==> src/rtl/pixel_fifo.sv <==
// ---------------------------------------------------------------------------
// pixel_fifo
//
// Purpose
//   Show-ahead circular FIFO that decouples a pixel drawing stage from a VGA
//   adapter. Each entry holds {x, y, colour}. The head entry is always
//   presented on x_out/y_out/colour_out and qualified by plot.
//
// Configuration
//   PIXEL_FIFO_CLIP_EN (macro) - when defined, writes outside the screen
//   bounds (x_in >= X_SCREEN_PIXELS or y_in >= Y_SCREEN_PIXELS) are refused
//   and reported on dropped without setting overflow.
//
// Parameters
//   DEPTH            storage entries (power of two, 4..64)
//   X_SCREEN_PIXELS  horizontal clip bound
//   Y_SCREEN_PIXELS  vertical clip bound
//
// Ports
//   clk        in   single clock, rising edge
//   reset      in   synchronous active-high reset
//   wr_en      in   pixel write strobe
//   x_in       in   [7:0] pixel x
//   y_in       in   [6:0] pixel y
//   colour_in  in   [2:0] pixel colour
//   rd_ready   in   adapter accepts head pixel this cycle
//   x_out      out  [7:0] head x
//   y_out      out  [6:0] head y
//   colour_out out  [2:0] head colour
//   plot       out  head entry valid
//   full       out  no free entries
//   count      out  occupancy
//   overflow   out  sticky: a write was lost because the FIFO was full
//   dropped    out  one-cycle pulse per write not stored
// ---------------------------------------------------------------------------
module pixel_fifo #(
    parameter int DEPTH           = 16,
    parameter int X_SCREEN_PIXELS = 160,
    parameter int Y_SCREEN_PIXELS = 120
) (
    input  logic                       clk,
    input  logic                       reset,
    input  logic                       wr_en,
    input  logic [7:0]                 x_in,
    input  logic [6:0]                 y_in,
    input  logic [2:0]                 colour_in,
    input  logic                       rd_ready,
    output logic [7:0]                 x_out,
    output logic [6:0]                 y_out,
    output logic [2:0]                 colour_out,
    output logic                       plot,
    output logic                       full,
    output logic [$clog2(DEPTH):0]     count,
    output logic                       overflow,
    output logic                       dropped
);

    localparam int AW = $clog2(DEPTH);
    localparam int CW = AW + 1;
    localparam int EW = 18;
    localparam logic [CW-1:0] DEPTH_C = CW'(DEPTH);

    logic [EW-1:0] mem [DEPTH];

    logic [AW-1:0] wr_ptr_r;
    logic [AW-1:0] rd_ptr_r;
    logic [CW-1:0] count_r;
    logic          plot_r;
    logic          full_r;
    logic          overflow_r;
    logic          dropped_r;

    logic          accept_s;
    logic          pop_s;
    logic          push_s;
    logic [CW-1:0] count_next_s;
    logic [EW-1:0] head_s;

    // Screen-bound acceptance of the incoming pixel
`ifdef PIXEL_FIFO_CLIP_EN
    localparam logic [8:0] X_LIM = 9'(X_SCREEN_PIXELS);
    localparam logic [7:0] Y_LIM = 8'(Y_SCREEN_PIXELS);

    always_comb begin
        accept_s = 1'b0;
        if (({1'b0, x_in} < X_LIM) && ({1'b0, y_in} < Y_LIM)) begin
            accept_s = 1'b1;
        end else begin
            accept_s = 1'b0;
        end
    end
`else
    assign accept_s = 1'b1;
`endif

    // A full FIFO can still take a write when the head leaves on the same edge
    assign pop_s  = plot_r & rd_ready;
    assign push_s = wr_en & accept_s & (~full_r | pop_s);

    // Next occupancy from the push/pop pair
    always_comb begin
        count_next_s = count_r;
        case ({push_s, pop_s})
            2'b10:   count_next_s = count_r + CW'(1);
            2'b01:   count_next_s = count_r - CW'(1);
            default: count_next_s = count_r;
        endcase
    end

    // Pointer, occupancy and status registers
    always_ff @(posedge clk) begin
        if (reset) begin
            wr_ptr_r   <= {AW{1'b0}};
            rd_ptr_r   <= {AW{1'b0}};
            count_r    <= {CW{1'b0}};
            plot_r     <= 1'b0;
            full_r     <= 1'b0;
            overflow_r <= 1'b0;
            dropped_r  <= 1'b0;
        end else begin
            if (push_s) begin
                wr_ptr_r <= wr_ptr_r + AW'(1);
            end
            if (pop_s) begin
                rd_ptr_r <= rd_ptr_r + AW'(1);
            end
            count_r   <= count_next_s;
            plot_r    <= (count_next_s != {CW{1'b0}});
            full_r    <= (count_next_s == DEPTH_C);
            dropped_r <= wr_en & ~push_s;
            // Clipped writes are refused before capacity is considered, so
            // only an in-bounds write against a full FIFO counts as overflow.
            if (wr_en & accept_s & full_r & ~pop_s) begin
                overflow_r <= 1'b1;
            end
        end
    end

    // Storage array; contents are deliberately left unreset
    always_ff @(posedge clk) begin
        if (push_s && !reset) begin
            mem[wr_ptr_r] <= {x_in, y_in, colour_in};
        end
    end

    assign head_s = mem[rd_ptr_r];

    // Head data is masked while empty so stale storage never reaches the adapter
    assign x_out      = plot_r ? head_s[17:10] : 8'd0;
    assign y_out      = plot_r ? head_s[9:3]   : 7'd0;
    assign colour_out = plot_r ? head_s[2:0]   : 3'd0;
    assign plot       = plot_r;
    assign full       = full_r;
    assign count      = count_r;
    assign overflow   = overflow_r;
    assign dropped    = dropped_r;

endmodule
==> config.mk <==
export PLATFORM = sky130hd
export DESIGN_NAME = pixel_fifo
export DESIGN_NICKNAME = d
export VERILOG_FILES = /design/src/rtl/pixel_fifo.sv
export SDC_FILE = /design/constraint.sdc
export NUM_CORES = 1
export LEC_CHECK = 0
export CORE_UTILIZATION = 54
export DETAILED_ROUTE_END_ITERATION = 10
export MAX_ROUTING_LAYER = met4
export PLACE_DENSITY_LB_ADDON = 0.1
export SKIP_CTS_REPAIR_TIMING = 1
export SYNTH_ARGS = -nofsm -noshare
export SYNTH_HDL_FRONTEND = slang
export SYNTH_SLANG_ARGS = --single-unit
==> constraint.sdc <==
create_clock -name clk -period 2.78 [get_ports clk]
set_input_delay 0.417 -clock clk [delete_from_list [all_inputs] [get_ports clk]]
set_output_delay 0.417 -clock clk [all_outputs]
set_load 0.05 [all_outputs]
==> results.md <==
* Top-count cell post-synth: edfxtp_1
* Overall Global Routing Usage at 0.233
* Biggest cell delay along the critical path at 0.53 ns
* Setup repair after global routing missed its margin: true
* Initial antenna violation count at 0
* Sequential Power Share at 0.465
* Design Power at approximately 11 mW
* Worst-path cell chain: buf_12 -> clkbuf_16 -> mux4_2 -> mux4_2 -> and2_4 -> buf_6
* Most frequent cells after synthesis: 288 x edfxtp_1, 90 x mux4_2, 28 x nor2_1
* Row cnt at 54
* Failing checks: negative setup slack
* Routed vias at a little under 6k
* Largest net degree at the start of global routing at 56
* Die height at between 150 and 200 um
* Yosys top cell by area: edfxtp_1
* Syn. warnings at 0
* DR WL/cell at ~26 um
* Cell mode on critical path: mux4_2
* Routed wire length at 25.4 mm
* Initial drt markers at between 400 and 500
* Slew HR at 0.603
* Clk slew on worst S/H paths at about 0.06 ns
* H-tree lvl count at 1
* Yosys cell types at 33
* Fin. Hold Viols at 0
* Final period utilization at 1.08
* Highest clock rate at 333 MHz
* Starting Density at 0.550
* Post-route ant nets at 0
* Max-slew violations at 0
* Post-synthesis async set-or-reset flop share at 0
* Crit Path Category: flop to output port
* Top cells by area, synth: edfxtp_1 72%, mux4_2 17%, dfxtp_1 3.5%
* Die Wd at 151 um
* # IOs at 49
* Worst setup margin at -0.219 ns
* Mapped Avg Cell Area at 21.8 sq um
* Max-Cap Viols at 0
* Worst Path Arrival at approximately 2.6 ns
* Worst clock skew at about 0.0083 ns
* # diodes at 0
* Vias per cell at a little over 6
* Worst Tran Pin Value at between 0.5 and 0.6 ns
* Top FF cell, synth: edfxtp_1
* Cells after synthesis at ~550
* TritonCTS Sinks at 309
* Max IR drop VDD at 596 uV
* Core Area at between 20000 and 25000 sq um
* Logic pwr share at 0.201
* Endpoints failing setup at 18
* PD cells at ~780 nW/um^2
* IO buf count at 48
* Psw at roughly 2.8 mW
* Internal power at between 8 and 9 mW
* Pleak at about 4.6 nW
* CTS max path bufs at 3
* Area Growth Syn to Fin at 20.9%
* Clk Latency, worst-skew pair at ~0.54 ns
* Total gr overflow at 0
* Dpl hpwl at approximately 15 mm
* Syn nets at approximately 580
* Status: complete, but fails checks
* Sequential share of the synthesized area at 0.755
* GPL Wtd Cong at slightly above 0.8
* CP max stage cell: mux4_2
* Kind of end point of the critical path: output port
* Critical path required time at roughly 2.4 ns
* Clk network pwr share at 0.334
* Critical Path Fanout Max at 7
* CTS tree: done
* Period minus WS final at approximately 3.0 ns
* Remaining DRCs at 0
* Worst hold margin at a little under 0.5 ns
* CTS buffer count at 30
* FF+latch count, synth at just over 300
* DRT Pass-1 Iters at 5
* Startpoint Class: flop
* EDFF count, synth at 288
* Layout cell share with drive strength beyond 1 at 0.367
* Synthesized area at around 12000 sq um
* Full die area at about 23000 sq um
* Root Driver: clkbuf_16
* Yosys top cell area share at 0.720
* Switching Share at 0.251
* Vias in the first global route at a little over 6k
* First-pass GRT wire length at 36.9 mm
* Hold crit path type: flop to flop
* Nets@finish at ~690
==> sequential cells by signal (all words and copies together) (netlist names), named ones only <==
name      flops
mem         288
count         5
rd_ptr_r      4
wr_ptr_r      4
dropped       1
full          1
overflow      1
plot          1
==> per-layer routing <==
layer / share of wire / wire, um / track usage / vias to the layer above
met1: 0.42 / 10700 / 0.327 / 3100
met4: 0.012 / 312 / 0.0505 / 0
met5: 0 / 0 / - / -
met3: 0.063 / 1610 / 0.0343 / 28
li1: - / - / - / 2511
met2: 0.50 / 12700 / 0.369 / 194
==> logic make-up (layout without fill, tap and decap cells) <==
family / Yosys count / count (layout) / synth area share
AOI/OAI and AO/OA: 19 / 19 / 0.00969
xor gates and xnor gates: 10 / 10 / 0.00729
adders and majority gates: 8 / 8 / 0.00834
buffers and inverters: 34 / 167 / 0.0158
DFF: 309 / 309 / 0.755
muxes: 92 / 92 / 0.170
and+or+nand+nor: 79 / 79 / 0.0332
==> path summary, 6_finish.rpt <==
| path | startpoint | depth (start not counted) | slack [ns] | endpoint |
|---|---|---|---|---|
| setup / recovery | flop | 6 | -0.22 | x_out[3] |
| hold / removal | overflow | 2 | 0.49 | overflow |
| setup reg to reg | plot | 10 | 0.43 | full |
| hold reg to reg | overflow | 2 | 0.49 | overflow |
==> cell usage in the layout (no fill, tap or decap), drive strengths merged, types with 12 or more instances in the layout <==
cell type / netlist / final
edfxtp: 288 / 288
mux4: 90 / 90
buf: 15 / 75
clkbuf: 14 / 50
clkdlybuf4s50: 0 / 30
nor2: 28 / 28
dfxtp: 21 / 21
and2: 19 / 19
nand2: 12 / 12
==> cell type report <==
type / count / area (sq um)
Sequential cell: 309 / 9080
Fill cell: 1399 / 7310
Multi-Input combinational cell: 208 / 2870
Timing Repair Buffer: 110 / 1270
Clock buffer: 45 / 888
Tap cell: 280 / 350
Clock inverter: 7 / 38.8
Inverter: 5 / 18.8
==> critical path, delay by kind of cell (launching register included) <==
kind,cells,cell delay (ns)
flops,1,0.39
buf+inv,3,0.46
simple gates,1,0.18
mux,2,1.01
==> stage by stage <==
stage,cell area (sq um),worst slack (ns),TNS [ns],util,std cells
after floorplan,12000,0.0695,0,-,551
after global placement,13200,0.0565,0,0.607,901
after detailed placement,13200,-0.0624,-0.118,0.607,901
after CTS,14200,-0.301,-4.89,0.649,953
after global routing,14500,-0.274,-4.37,0.665,964
final,14500,-0.219,-3.08,0.665,964
==> power groups by stage <==
| stage | Clock [mW] | Combinational, mW | Sequential, mW |
|---|---|---|---|
| global placement | 0 | 1.85 | 5.34 |
| finish | 3.78 | 2.27 | 5.25 |
| CTS | 3.86 | 1.89 | 5.25 |
| global route | 4.01 | 2.41 | 5.26 |
| detailed placement | 0 | 1.88 | 5.35 |
| floorplan | 0 | 1.27 | 5.41 |
(Power assumes the default switching activity.)
